`src/rtl/operand_gen_pkg.sv`:
```
// Shared types and constants for the operand pair generator.
package operand_gen_pkg;

  typedef enum logic [1:0] {
    IDLE = 2'd0,
    SEND = 2'd1,
    DONE = 2'd2
  } state_t;

  // Galois (right-shifting) feedback masks for maximal-length sequences.
  localparam logic [31:0] TAPS_8  = 32'h0000_00B8;
  localparam logic [31:0] TAPS_16 = 32'h0000_B400;
  localparam logic [31:0] TAPS_32 = 32'h8020_0003;

  localparam int CHK_FIFO_DEPTH = 8;

  function automatic logic [31:0] lfsr_taps(input int width);
    case (width)
      16:      return TAPS_16;
      32:      return TAPS_32;
      default: return TAPS_8;
    endcase
  endfunction

endpackage

```
`src/rtl/operand_gen_fifo.sv`:
```
// Small synchronous FIFO holding expected sums; head word is visible without a pop.
module operand_gen_fifo #(
  parameter int W     = 9,
  parameter int DEPTH = 8
) (
  input  logic         clk,
  input  logic         rst,
  input  logic         push,
  input  logic [W-1:0] push_data,
  input  logic         pop,
  output logic [W-1:0] pop_data,
  output logic         empty,
  output logic         full
);

  localparam int AW = $clog2(DEPTH);

  logic [W-1:0]  mem [DEPTH];
  logic [AW-1:0] wr_ptr;
  logic [AW-1:0] rd_ptr;
  logic [AW:0]   used;

  always_ff @(posedge clk) begin
    if (push) mem[wr_ptr] <= push_data;
  end

  always_ff @(posedge clk or posedge rst) begin
    if (rst) begin
      wr_ptr <= '0;
      rd_ptr <= '0;
      used   <= '0;
    end else begin
      if (push) wr_ptr <= wr_ptr + AW'(1);
      if (pop)  rd_ptr <= rd_ptr + AW'(1);
      case ({push, pop})
        2'b10:   used <= used + (AW+1)'(1);
        2'b01:   used <= used - (AW+1)'(1);
        default: ;
      endcase
    end
  end

  // Depth is tiny, so the head is read combinationally for same-cycle compare.
  assign pop_data = mem[rd_ptr];
  assign empty    = (used == '0);
  assign full     = (used == (AW+1)'(DEPTH));

endmodule

```
`src/rtl/operand_gen.sv`:
```
// Operand pair transmitter feeding the adder's A/B valid/ready channels.
// Optional returned-sum checking is built when OPERAND_GEN_CHECK_EN is defined.
module operand_gen
  import operand_gen_pkg::*;
#(
  parameter int DATA_W = 8,
  parameter int CNT_W  = 16
) (
  input  logic              clk,
  input  logic              rst,
  input  logic              start,
  input  logic [CNT_W-1:0]  count,
  input  logic              mode,
  input  logic [DATA_W-1:0] seed,
  output logic [DATA_W-1:0] a_data,
  output logic              a_valid,
  input  logic              a_ready,
  output logic [DATA_W-1:0] b_data,
  output logic              b_valid,
  input  logic              b_ready,
  output logic              busy,
  output logic              done,
`ifdef OPERAND_GEN_CHECK_EN
  input  logic [DATA_W:0]   sum_data,
  input  logic              sum_valid,
  output logic              err,
  output logic [CNT_W-1:0]  err_cnt,
`endif
  output logic [CNT_W-1:0]  sent_cnt
);

  localparam logic [DATA_W-1:0] TAPS = DATA_W'(lfsr_taps(DATA_W));

  state_t            state, state_next;
  logic              a_acc, b_acc;
  logic              mode_reg;
  logic [DATA_W-1:0] pat;
  logic [DATA_W-1:0] pat_next;
  logic [DATA_W-1:0] b_pat;
  logic [CNT_W-1:0]  count_reg;
  logic              in_send, start_ok;
  logic              a_fire, b_fire, pair_done, last_pair;
  logic              gate_ok, fifo_idle;

  assign in_send  = (state == SEND);
  assign start_ok = (state == IDLE) && start;

  assign a_valid   = in_send && gate_ok && !a_acc;
  assign b_valid   = in_send && gate_ok && !b_acc;
  assign a_fire    = a_valid && a_ready;
  assign b_fire    = b_valid && b_ready;
  // A pair completes when each half is either already taken or taken now.
  assign pair_done = in_send && (a_acc || a_fire) && (b_acc || b_fire);
  assign last_pair = pair_done && ((sent_cnt + CNT_W'(1)) == count_reg);

  assign b_pat  = mode_reg ? {pat[DATA_W-2:0], pat[DATA_W-1]} : ~pat;
  assign a_data = in_send ? pat   : '0;
  assign b_data = in_send ? b_pat : '0;

  always_comb begin
    pat_next = pat + DATA_W'(1);
    if (mode_reg) pat_next = pat[0] ? ((pat >> 1) ^ TAPS) : (pat >> 1);
  end

  always_ff @(posedge clk or posedge rst) begin
    if (rst) state <= IDLE;
    else     state <= state_next;
  end

  always_comb begin
    state_next = state;
    busy       = 1'b0;
    done       = 1'b0;
    case (state)
      IDLE: if (start) state_next = (count == '0) ? DONE : SEND;
      SEND: begin
        busy = 1'b1;
        if (last_pair) state_next = DONE;
      end
      DONE: begin
        done = fifo_idle;
        busy = !fifo_idle;
        if (fifo_idle) state_next = IDLE;
      end
      default: state_next = IDLE;
    endcase
  end

  always_ff @(posedge clk or posedge rst) begin
    if (rst) begin
      a_acc     <= 1'b0;
      b_acc     <= 1'b0;
      mode_reg  <= 1'b0;
      pat       <= DATA_W'(1);
      count_reg <= '0;
      sent_cnt  <= '0;
    end else if (start_ok) begin
      a_acc     <= 1'b0;
      b_acc     <= 1'b0;
      mode_reg  <= mode;
      pat       <= (mode && seed == '0) ? DATA_W'(1) : seed;
      count_reg <= count;
      sent_cnt  <= '0;
    end else if (pair_done) begin
      a_acc    <= 1'b0;
      b_acc    <= 1'b0;
      pat      <= pat_next;
      sent_cnt <= sent_cnt + CNT_W'(1);
    end else begin
      if (a_fire) a_acc <= 1'b1;
      if (b_fire) b_acc <= 1'b1;
    end
  end

`ifdef OPERAND_GEN_CHECK_EN
  logic [DATA_W:0] exp_sum;
  logic            f_empty, f_full, f_pop;

  assign f_pop = sum_valid && !f_empty;

  operand_gen_fifo #(
    .W     (DATA_W + 1),
    .DEPTH (CHK_FIFO_DEPTH)
  ) u_fifo (
    .clk       (clk),
    .rst       (rst),
    .push      (pair_done),
    .push_data ({1'b0, a_data} + {1'b0, b_data}),
    .pop       (f_pop),
    .pop_data  (exp_sum),
    .empty     (f_empty),
    .full      (f_full)
  );

  assign gate_ok   = !f_full;
  assign fifo_idle = f_empty;

  always_ff @(posedge clk or posedge rst) begin
    if (rst) begin
      err     <= 1'b0;
      err_cnt <= '0;
    end else if (start_ok) begin
      err     <= 1'b0;
      err_cnt <= '0;
    end else if (sum_valid && (f_empty || sum_data != exp_sum)) begin
      err <= 1'b1;
      if (err_cnt != '1) err_cnt <= err_cnt + CNT_W'(1);
    end
  end
`else
  assign gate_ok   = 1'b1;
  assign fifo_idle = 1'b1;
`endif

endmodule

```
`config.mk`:
```
export PLATFORM = sky130hd
export DESIGN_NAME = operand_gen
export DESIGN_NICKNAME = d
export VERILOG_FILES = /design/src/rtl/operand_gen_pkg.sv /design/src/rtl/operand_gen_fifo.sv /design/src/rtl/operand_gen.sv
export SDC_FILE = /design/constraint.sdc
export NUM_CORES = 1
export LEC_CHECK = 0
export ABC_AREA = 1
export BUFFER_PORTS_ARGS = -buffer_cell sky130_fd_sc_hd__buf_2
export CAP_MARGIN = 40
export CORE_ASPECT_RATIO = 1.5
export CORE_MARGIN = 3
export CORE_UTILIZATION = 28
export CTS_BUF_LIST = sky130_fd_sc_hd__clkbuf_16
export DETAILED_ROUTE_END_ITERATION = 16
export PLACE_DENSITY_LB_ADDON = 0.08
export RECOVER_POWER = 100
export SYNTH_ARGS = -nofsm -noshare
export SYNTH_HDL_FRONTEND = slang
export SYNTH_SLANG_ARGS = --single-unit
```
`constraint.sdc`:
```
create_clock -name clk -period 3.3 [get_ports clk]
set_input_delay 0 -clock clk [delete_from_list [all_inputs] [get_ports clk]]
set_output_delay 0 -clock clk [all_outputs]
set_load 0.1 [all_outputs]
```
## Word-level counts from Yosys, hierarchy flattened

Index checks and enable logic that the tools add are counted.

- Register bits: 45
- Logic and storage cells: 58

- Reduce and logical (&&, ||, !) cells: 20
- Muxes and demuxes: 22
- Equality and inequality tests: 5
- Bitwise logic cells: 2
- Add/subtract/negate cells: 2

Operators with widths:

| operator | count |
|---|---|
| $mux 8 | 8 |
| $mux 16 | 2 |
| $add 16x1->16 const B | 1 |
| $eq 16x16->1 | 1 |
| $logic_not 16->1 | 1 |
| $logic_and 1x1->1 | 9 |
| $add 8x1->8 const B | 1 |
| $logic_not 8->1 | 1 |
| $mux 1 | 8 |
| $not 8->8 | 1 |
| $mux 2 | 3 |
| $reduce_bool 3->1 | 2 |
| $not 3->4 | 1 |
| $pmux 2 s2 | 1 |
| $eq 2x1->1 const B | 1 |
| $eq 2x2->1 const B | 1 |
| $logic_not 1->1 | 2 |
| $logic_not 2->1 | 1 |
| $logic_or 1x1->1 | 2 |
| $ne 2x1->1 const B | 1 |
| $ne 2x2->1 const B | 1 |
| $reduce_and 2->1 | 1 |
| $reduce_bool 2->1 | 1 |

## Depth between registers and ports, before layout

- Word-level depth: 9
- Depth in mapped cells: 14
- Depth with buffers taken out: 14

## Worst setup path after synthesis

Ideal clock, no wire load.

- Path type: reg2out
- From: register state[1]
- To: output b_data[1]
- Setup slack: -0.311 ns
- Arrival: 3.611 ns
- Cell stages (with the launch flop): 4
- Path through: dfrtp_1 > nor2_4 > clkinv_1 > a211oi_1

- Longest elaborated chain between the ends: 2

RTL lines:

| item | line | RTL |
|---|---|---|
| start, declared | operand_gen.sv:34 | `state_t state, state_next;` |
| start signal, assigned | operand_gen.sv:67 | `else state <= state_next;` |
| $eq 2x1->1 | operand_gen.sv:45 | `assign in_send = (state == SEND);` |
| $mux 8 | operand_gen.sv:58 | `assign b_data = in_send ? b_pat : '0;` |
| end, declared | operand_gen.sv:18 | `output logic [DATA_W-1:0] b_data,` |

No other way between the ends.

## Worst setup path in the final report

- From: register state[0]
- To: output b_data[1]

Same word-level chain as after synthesis.

==> impl_results.md <==
* Inserted Clock Buffers at 5
* Largest area contributor in the netlist: dfrtp_1
* Post-DP HPWL at 7140 µm
* Outcome: finished with violations
* Aggregate global routing overflow at 0
* Post-cts resize count at 0
* Maximum vdd drop at 0.237 mV
* CP top delay family: buffers and inverters
* Unrepaired setup endpoints after global routing: false
* Worst slew pin tran at 1.65 ns
* Port Buffer Count at 65
* Hold WS at 0.0234 ns
* H-tree depth at 2
* Critical path data arrival time at around 2.7 ns
* CTS Hold Bufs at 19
* # IOs at 66
* Lkg Pwr at ~1.7 nW
* Post-DR wirelength/cell at 15.5 µm
* Tot GR Track Use at 0.174
* Period minus WS final at between 2 and 3 ns
* Clock latency on the worst-skew pair at 0.29 ns
* Max_cap viols at 1
* Design Power at about 3.6 mW
* Req. time, crit path at 3.30 ns
* Final setup viols at 0
* Placed Instances at approximately 580
* Worst relative slew slack at -0.0994
* Fraction of layout instances using a drive strength above 1 at 0.0889
* Initial drt markers at about 170
* Synth warnings at 0
* DP Area at 3320 µm²
* Worst Path Max Fanout at 18
* Vias at roughly 3000
* N_diodes at 0
* Antenna Nets Post-Route at 0
* Initial antenna violation count at 0
* Synth Register Bits at 45
* Clk slew on worst S/H paths at 0.06 ns
* Failing checks: capacitance limit, slew limit
* Distinct cell type count after synthesis at 34
* Final hold vios at 0
* Cells after synthesis at 411
* CTS sink count at 45
* Placement Rows at 44
* First-pass GRT wire length at 15000 µm
* Die area at around 11000 µm²
* Startpoint type of the worst setup path: flop
* Syn nets at 443
* DR vias/cell at 4.89
* Most frequent cells in the layout: 116 x nand2_1, 60 x inv_1, 44 x nor2_1, 44 x dfrtp_1, 39 x clkbuf_1
* Number of enable flip-flop cells after synthesis at 0
* Pin count of the biggest net entering global routing at 35
* Setup Skew at around 0.0037 ns
* Cell Area, Synth at approximately 2900 µm²
* Number of remaining DRC errors at 0
* Root Buffer Master: clkbuf_16
* Pre-CTS WS at 0.900 ns
* Vias in the first global route at 2891
* Synth Flop Type: dfrtp_1
* Sequential fraction of the synthesis area at 0.394
* Layout area overhead at 25.0%
* Pins Over Slew Limit at 31
* Core area at 9800 µm²
* Final worst path period share at 0.811
* Commonest non-fill, non-tap cell in the layout: nand2_1
* Slowest CP cell: clkbuf_1
* Clock tree buffer depth at 2
* Synth top area share at 0.385
* WS Path Type: flop to primary output
* DIE HEIGHT at 130 µm
* CP Capture Type: primary output
* Cell Chain, Critical Path: inv_1 > nor2_4 > clkinv_1 > a211oi_1 > clkbuf_1
* Placer congestion estimate at between 0.7 and 0.8
* Pwr Density at around 1000 nW/µm²
* Post-CTS Setup Bufs at 0
* Ys async rst share at 1.00
* Layout Nets at around 530
* Final setup margin at 0.624 ns
* Post-route non-filler standard cell count at 610
* Synthesized area per cell at slightly below 7 µm²
* CTS tree: done
* CP peak stage delay at 0.90 ns
* Crit path buf inv count at 3
* Final WL at 9470 µm
* Initial Util at 0.292
* Fmax at 0.374 GHz
* Die X at 88.5 µm
* Synth area leaders: dfrtp_1 39%, nand2_1 15%, inv_1 7.6%
* Design area at approximately 3600 µm²
* Min-Delay Path Class: input port to flop
* DRT Pass-1 Iters at 4
## final timing paths
check	to	slack [ns]	startpoint	cells past startpoint
max in group asynchronous	b_acc	1.00	rst	4
min	pat[7]	0.02	seed[7]	3
min reg2reg	count_reg[11]	0.49	count_reg[11]	2
min in group asynchronous	sent_cnt[1]	0.35	rst	3
max reg2reg	pat[4]	0.71	state[0]	8
max	b_data[1]	0.62	state[0]	5
## layout make-up
| type | instances | area, µm² |
|---|---|---|
| Tap cell | 115 | 144 |
| Multi-Input combinational cell | 295 | 1460 |
| Clock inverter | 2 | 7.51 |
| Inverter | 60 | 225 |
| Sequential cell | 45 | 1130 |
| Timing Repair Buffer | 88 | 489 |
| Fill cell | 1080 | 6220 |
| Clock buffer | 5 | 125 |
## where the power goes
part	internal, mW	switching [mW]
clock	0.271	0.201
sequential	0.743	0.177
combinational	0.429	1.77
total	1.44	2.15
## cells by family (layout without fill, tap and decap cells)
family,Yosys count,after routing,synth area share
AND/OR/NAND/NOR,216,216,0.322
XOR/XNOR,11,11,0.0433
AO/OA/AOI/OAI,66,66,0.136
buffers and inverters,71,155,0.0958
adder cells (fa/ha/maj),2,2,0.00875
flip-flops,45,45,0.394
## worst register-to-register path: cells and delay by family, from the launching register on
kind,cells,cell delay [ns]
buffers and inverters,3,1.21
and+or+nand+nor,3,0.38
DFF,1,0.38
AOI/OAI and AO/OA,2,0.50
## per-layer routing
metal | vias up | track usage | share of wire
li1 | 1508 | - | -
met1 | 1377 | 0.207 | 0.42
met2 | 88 | 0.312 | 0.52
met3 | 12 | 0.0272 | 0.042
met4 | 0 | 0.0623 | 0.022
met5 | - | 0 | 0
## stage by stage
stage	TNS (ns)	util
floorplan	-0.933	-
global placement	0	0.337
detailed placement	0	0.339
CTS	0	0.372
global route	0	0.365
finish	0	0.365
## cell usage after synthesis, drive strengths merged (2+ instances only)
library cell / count
clkbuf: 7
dfrtp: 44
ha: 2
a21oi: 9
nand2: 117
o211ai: 2
nand3b: 2
o22ai: 9
xnor3: 2
buf: 4
xor2: 7
nor2: 51
a211oi: 3
o21ai: 34
xnor2: 2
inv: 59
nand4: 8
o221ai: 5
nor4: 5
nand3: 32
Note: power is estimated with default switching activity, not from simulation.
